[src/rtl/demux1a2_buf_pkg.sv]
// Shared definitions for the buffered 1:2 demultiplexer and related buffered blocks.
package demux1a2_buf_pkg;

    // Channel select encoding carried on in_sel
    localparam logic DEMUX_SEL_A = 1'b0;
    localparam logic DEMUX_SEL_B = 1'b1;

    // Pointer width for a power-of-two FIFO: index bits plus one wrap bit
    function automatic int ptr_w(input int depth);
        return $clog2(depth) + 1;
    endfunction

endpackage

[src/rtl/demux1a2_buf_if.sv]
// Handshake bundle for demux1a2_buf: one tagged input stream, two buffered outputs, debug counters.
interface demux1a2_buf_if #(
    parameter int WIDTH = 8,
    parameter int CNT_W = 16
);
    logic [WIDTH-1:0] in_data;
    logic             in_sel;
    logic             in_valid;
    logic             in_ready;
    logic [WIDTH-1:0] out_a_data;
    logic             out_a_valid;
    logic             out_a_ready;
    logic [WIDTH-1:0] out_b_data;
    logic             out_b_valid;
    logic             out_b_ready;
    logic [CNT_W-1:0] cnt_a;
    logic [CNT_W-1:0] cnt_b;

    // Producer/consumer side: drives the input stream and the output readies
    modport master (
        output in_data, in_sel, in_valid, out_a_ready, out_b_ready,
        input  in_ready, out_a_data, out_a_valid, out_b_data, out_b_valid, cnt_a, cnt_b
    );

    // Demultiplexer side
    modport slave (
        input  in_data, in_sel, in_valid, out_a_ready, out_b_ready,
        output in_ready, out_a_data, out_a_valid, out_b_data, out_b_valid, cnt_a, cnt_b
    );
endinterface

[src/rtl/demux1a2_buf_fifo_sync_small.sv]
// Small synchronous FIFO with a registered head word (show-ahead), write-through when empty.
module fifo_sync_small
    import demux1a2_buf_pkg::*;
#(
    parameter int WIDTH = 8,
    parameter int DEPTH = 4
) (
    input  logic             clk,
    input  logic             rst_n,
    input  logic             push,
    input  logic [WIDTH-1:0] din,
    output logic             full,
    input  logic             pop,
    output logic [WIDTH-1:0] dout,
    output logic             empty
);
    localparam int PTR_W = ptr_w(DEPTH);
    localparam int IDX_W = PTR_W - 1;

    logic [WIDTH-1:0] mem [DEPTH];
    logic [PTR_W-1:0] wr_ptr_reg, rd_ptr_reg;
    logic [PTR_W-1:0] wr_ptr_next, rd_ptr_next;
    logic [WIDTH-1:0] dout_reg;
    logic             do_push, do_pop;

    assign empty   = (wr_ptr_reg == rd_ptr_reg);
    assign full    = (wr_ptr_reg[IDX_W-1:0] == rd_ptr_reg[IDX_W-1:0]) &&
                     (wr_ptr_reg[IDX_W] != rd_ptr_reg[IDX_W]);
    assign do_push = push & ~full;
    assign do_pop  = pop & ~empty;
    assign dout    = dout_reg;

    // Pointer advance for this cycle's push/pop
    always_comb begin
        wr_ptr_next = wr_ptr_reg + PTR_W'(do_push);
        rd_ptr_next = rd_ptr_reg + PTR_W'(do_pop);
    end

    // Storage array, no reset so it maps onto RAM
    always_ff @(posedge clk) begin
        if (do_push) begin
            mem[wr_ptr_reg[IDX_W-1:0]] <= din;
        end
    end

    // Pointers and registered head; head comes from din when the new entry becomes the head
    always_ff @(posedge clk or negedge rst_n) begin
        if (!rst_n) begin
            wr_ptr_reg <= '0;
            rd_ptr_reg <= '0;
            dout_reg   <= '0;
        end else begin
            wr_ptr_reg <= wr_ptr_next;
            rd_ptr_reg <= rd_ptr_next;
            if (rd_ptr_next != wr_ptr_next) begin
                if (rd_ptr_next == wr_ptr_reg) begin
                    dout_reg <= din;
                end else begin
                    dout_reg <= mem[rd_ptr_next[IDX_W-1:0]];
                end
            end
        end
    end
endmodule

[src/rtl/demux1a2_buf.sv]
// Buffered 1:2 demultiplexer: routes tagged words into per-channel FIFOs and counts accepts.
module demux1a2_buf
    import demux1a2_buf_pkg::*;
#(
    parameter int WIDTH = 8,
    parameter int DEPTH = 4,
    parameter int CNT_W = 16
) (
    input  logic           clk,
    input  logic           rst_n,
    demux1a2_buf_if.slave  bus
);
    logic [1:0]       full, empty, push, pop, out_ready;
    logic [WIDTH-1:0] head [2];
    logic             accept;

    // Ready depends only on the addressed FIFO; no pass-through from the output side
    assign bus.in_ready = ~full[bus.in_sel];
    assign accept       = bus.in_valid & ~full[bus.in_sel];
    assign push[0]      = accept & (bus.in_sel == DEMUX_SEL_A);
    assign push[1]      = accept & (bus.in_sel == DEMUX_SEL_B);
    assign out_ready[0] = bus.out_a_ready;
    assign out_ready[1] = bus.out_b_ready;

    generate
        for (genvar gi = 0; gi < 2; gi++) begin : g_ch
            logic [CNT_W-1:0] cnt_reg;

            assign pop[gi] = out_ready[gi] & ~empty[gi];

            fifo_sync_small #(
                .WIDTH (WIDTH),
                .DEPTH (DEPTH)
            ) u_fifo (
                .clk   (clk),
                .rst_n (rst_n),
                .push  (push[gi]),
                .din   (bus.in_data),
                .full  (full[gi]),
                .pop   (pop[gi]),
                .dout  (head[gi]),
                .empty (empty[gi])
            );

            // Accepted-word counter, wraps silently
            always_ff @(posedge clk or negedge rst_n) begin
                if (!rst_n) begin
                    cnt_reg <= '0;
                end else if (push[gi]) begin
                    cnt_reg <= cnt_reg + 1'b1;
                end
            end
        end
    endgenerate

    assign bus.out_a_data  = head[0];
    assign bus.out_a_valid = ~empty[0];
    assign bus.out_b_data  = head[1];
    assign bus.out_b_valid = ~empty[1];
    assign bus.cnt_a       = g_ch[0].cnt_reg;
    assign bus.cnt_b       = g_ch[1].cnt_reg;
endmodule
[src/flat_wrapper.sv]
// flat-port wrapper written by rule: the top's interface ports become plain ports
module demux1a2_buf_flat import demux1a2_buf_pkg::*;
#(
    parameter int WIDTH = 8,
    parameter int DEPTH = 4,
    parameter int CNT_W = 16
)
  (clk, rst_n, bus_in_data, bus_in_sel, bus_in_valid, bus_out_a_ready, bus_out_b_ready, bus_in_ready, bus_out_a_data, bus_out_a_valid, bus_out_b_data, bus_out_b_valid, bus_cnt_a, bus_cnt_b);
  demux1a2_buf_if #(.WIDTH(WIDTH), .CNT_W(CNT_W)) bus_i ();
  input  logic clk;
  input  logic rst_n;
  input wire logic [$bits(bus_i.in_data)-1:0] bus_in_data;
  input wire logic [$bits(bus_i.in_sel)-1:0] bus_in_sel;
  input wire logic [$bits(bus_i.in_valid)-1:0] bus_in_valid;
  input wire logic [$bits(bus_i.out_a_ready)-1:0] bus_out_a_ready;
  input wire logic [$bits(bus_i.out_b_ready)-1:0] bus_out_b_ready;
  output wire logic [$bits(bus_i.in_ready)-1:0] bus_in_ready;
  output wire logic [$bits(bus_i.out_a_data)-1:0] bus_out_a_data;
  output wire logic [$bits(bus_i.out_a_valid)-1:0] bus_out_a_valid;
  output wire logic [$bits(bus_i.out_b_data)-1:0] bus_out_b_data;
  output wire logic [$bits(bus_i.out_b_valid)-1:0] bus_out_b_valid;
  output wire logic [$bits(bus_i.cnt_a)-1:0] bus_cnt_a;
  output wire logic [$bits(bus_i.cnt_b)-1:0] bus_cnt_b;
  assign bus_i.in_data = bus_in_data;
  assign bus_i.in_sel = bus_in_sel;
  assign bus_i.in_valid = bus_in_valid;
  assign bus_i.out_a_ready = bus_out_a_ready;
  assign bus_i.out_b_ready = bus_out_b_ready;
  assign bus_in_ready = bus_i.in_ready;
  assign bus_out_a_data = bus_i.out_a_data;
  assign bus_out_a_valid = bus_i.out_a_valid;
  assign bus_out_b_data = bus_i.out_b_data;
  assign bus_out_b_valid = bus_i.out_b_valid;
  assign bus_cnt_a = bus_i.cnt_a;
  assign bus_cnt_b = bus_i.cnt_b;
  demux1a2_buf #(.WIDTH(WIDTH), .DEPTH(DEPTH), .CNT_W(CNT_W)) u_core (.clk(clk), .rst_n(rst_n), .bus(bus_i));
endmodule
[config.mk]
export PLATFORM = sky130hd
export DESIGN_NAME = demux1a2_buf_flat
export DESIGN_NICKNAME = d
export VERILOG_FILES = /design/src/rtl/demux1a2_buf_pkg.sv /design/src/rtl/demux1a2_buf_if.sv /design/src/rtl/demux1a2_buf_fifo_sync_small.sv /design/src/rtl/demux1a2_buf.sv /design/src/flat_wrapper.sv
export SDC_FILE = /design/constraint.sdc
export NUM_CORES = 1
export LEC_CHECK = 0
export CAP_MARGIN = 20
export CORE_MARGIN = 4
export CORE_UTILIZATION = 40
export DETAILED_ROUTE_END_ITERATION = 8
export DONT_BUFFER_PORTS = 1
export GPL_TIMING_DRIVEN = 0
export PLACE_DENSITY = 0.52
export SLEW_MARGIN = 20
export SYNTH_ARGS = -nofsm -noshare
export SYNTH_HDL_FRONTEND = slang
export SYNTH_SLANG_ARGS = --single-unit
export TNS_END_PERCENT = 30
[constraint.sdc]
create_clock -name clk -period 4.4 [get_ports clk]
set_input_delay 0.44 -clock clk [delete_from_list [all_inputs] [get_ports clk]]
set_output_delay 0.44 -clock clk [all_outputs]
set_load 0.05 [all_outputs]
==> metrics <==
outcome complete, no violations; relative slew slack between 30% and 40%; max reg flops 64; Crit. End Element flop; RSZ-0062 raised after global routing no; number of diodes 0; clock root cell clkbuf_16; Worst VDD drop around 0.50 mV; setup TNS 0 ns; nets@finish ~380; Longest Clk Path Bufs 2; Mapped Cells around 330; Core Area between 10000 and 15000 µm²; largest net degree at the start of global routing between 60 and 70; Post-synth EDFFs 64; syn_nets between 300 and 400; period utilisation layout about 84%; power density cells approximately 910 nW/µm²; Slew Viols, Final 0; Main synth FF type edfxtp_1; critical path's top delay family simple AND/OR/NAND/NOR gates; critical path's most frequent cell ha_1; Buffers on Ports 0; maxcap violations 0; die area approximately 16000 µm²; Buf+Inv Stages, Crit Path 1; DP HPWL just under 7000 µm; largest fanout on the critical path 10; layout cells sized above 1 23.6%; sequential share of the synthesized area a little over three fifths; TritonCTS clock tree done; global-route wire length before repair ~17000 µm; Synth Register Bits ~120; number of I/O pins 65; P&R area growth vs syn 15.6%; die height between 100 and 150 µm; WP data required ~4.7 ns; Avg WL per Cell 19.7 µm; num rows 42; clock slew at reported path FFs 0.06 ns; Synth area leader edfxtp_1; Final setup viols 0; vias in the first global route 2974; Clock Skew a little over 0.007 ns; Initial Utilization slightly above 40%; largest cells by area after synthesis edfxtp_1 35%, dfrtp_1 28%, mux4_2 6.6%; Num CTS Buffers 17; Skew-Pair Late Insertion Delay approximately 0.42 ns; # fillers 1152; post-synthesis cell area about 5500 µm²; Clock Sinks around 120; fin crit period about 3.7 ns; crit path cell chain xnor2_1 > nand2_1 > and2_1 > ha_1 > ha_1 > clkbuf_2 > xor2_1 > nor3_4 > mux2_1 > mux2_4; async set-reset flop share out of synthesis 48.4%; instance area at placement 5690 µm²; routed via count approximately 2800; gr usage total about 15%; Die Width 125 µm; CP max-delay cell nor3_4; Avg Cell Area, Syn 16.4 µm²; Least-Margin Pin Slew just over 0.9 ns; count of cell types in the netlist 36; count leader, synth edfxtp_1; DRC marker count from the first detailed-route iteration 184; Synth top area share 35.3%; final wirelength between 10000 and 15000 µm; WP data arrival 4.02 ns; Max Fclk roughly 270 MHz; dpl ws 0.617 ns; final worst setup slack 0.685 ns; crit path launch type flop; post-route antenna net violation count 0; cell area after layout approximately 6300 µm²; Synth top cells by count 64 x edfxtp_1, 60 x dfrtp_1, 30 x xor2_1; Pleak 2.49 nW; Ys Warns 0; drt pass-1 iters 4; CP Class reg2reg; H-tree depth 4; Final Wtd Congestion 0.715; Final Power roughly 5.7 mW; grt ovf 0; max incr delay on CP around 0.44 ns; # DRC 0; Hold Vio Cnt, Final 0; Via-to-Cell Ratio a little over 5; Worst Hold Class in2reg; Resize count post-CTS 0; initial antenna violation count 0
==> cells in the final DEF (no fill, tap or decap), types with 5 or more instances in the layout <==
master      n
mux2_1     16
mux2_4     16
nor3_1      5
edfxtp_1   64
buf_4       7
dfrtp_1    60
mux4_2     16
xor2_1     30
clkbuf_16  17
and3_1      9
ha_1       10
nor2_1      8
nand4_1    10
nand3_1    10
and2_1      5
xnor2_1    20
nand2_1    13
==> kinds of logic (layout without fill, tap and decap cells) <==
kind of cell    after synthesis  count (layout)  synth area share (%)
xor+xnor                     52              52                  8.93
fa+ha+maj                    10              10                  2.30
compound gates                3               3                 0.666
simple gates                 80              80                  9.11
buf+inv                      14              49                  1.45
mux                          50              50                  14.7
flops                       124             124                  62.8
==> path summary, 6_finish.rpt <==
check / start / endpoint / slack (ns) / depth (start not counted)
worst max register to register: u_core.g_ch[0].u_fifo.wr_ptr_reg[2]$_DFF_PN0_ / u_core.g_ch[0].u_fifo.dout[4]$_DFFE_PN0P_ / 0.68 / 10
min in group asynchronous: rst_n / u_core.bus.cnt_b[2]$_DFFE_PN0N_ / 0.56 / 2
max in group asynchronous: rst_n / u_core.g_ch[0].u_fifo.dout[6]$_DFFE_PN0P_ / 3.56 / 2
worst min register to register: u_core.g_ch[1].u_fifo.rd_ptr_reg[1]$_DFF_PN0_ / u_core.g_ch[1].u_fifo.rd_ptr_reg[1]$_DFF_PN0_ / 0.55 / 1
worst max-delay path: u_core.g_ch[0].u_fifo.wr_ptr_reg[2]$_DFF_PN0_ / u_core.g_ch[0].u_fifo.dout[4]$_DFFE_PN0P_ / 0.68 / 10
worst min-delay path: bus_in_data[0] / u_core.g_ch[0].u_fifo.mem[2][0]$_DFFE_PP_ / 0.12 / 0
==> layer usage <==
metal  GRT usage [%]  vias up  share of wire [%]
met4            5.03        0                1.4
met2            21.4       74                 46
met3            6.99       13                7.4
met5               0        -                  0
li1                -     1299                  -
met1            18.8     1408                 45
==> report_power, final <==
part	total, mW	switching, mW	internal (mW)
Sequential	2.18	0.674	1.50
Clock	1.36	0.528	0.833
Combinational	2.21	1.02	1.18
Total	5.75	2.23	3.52
==> repair_timing <==
item,in CTS,in global routing
endpoints found under the setup margin,0,0
setup buffers,0,0
endpoints found under the hold margin,60,0
hold buffers,2,0
==> per-stage QoR <==
step,hold slack (ns),utilization (%),std cells
finish,0.117,47.4,544
CTS,0.0959,47.4,544
global route,0.0913,47.4,544
floorplan,0.144,-,333
global placement,0.146,42.7,509
detailed placement,0.147,42.8,510
==> layout make-up <==
cell class	count	area [µm²]	share of cell area (%)
repair buffers	3	45.0	0.715
clock inverters	14	145	2.30
multi-input cells	195	1960	31.1
well taps	176	220	3.50
inverters	3	11.3	0.179
flip-flops and latches	124	3420	54.3
clock buffers	18	429	6.81
plain buffers	11	67.6	1.07
(Power assumes the default switching activity.)
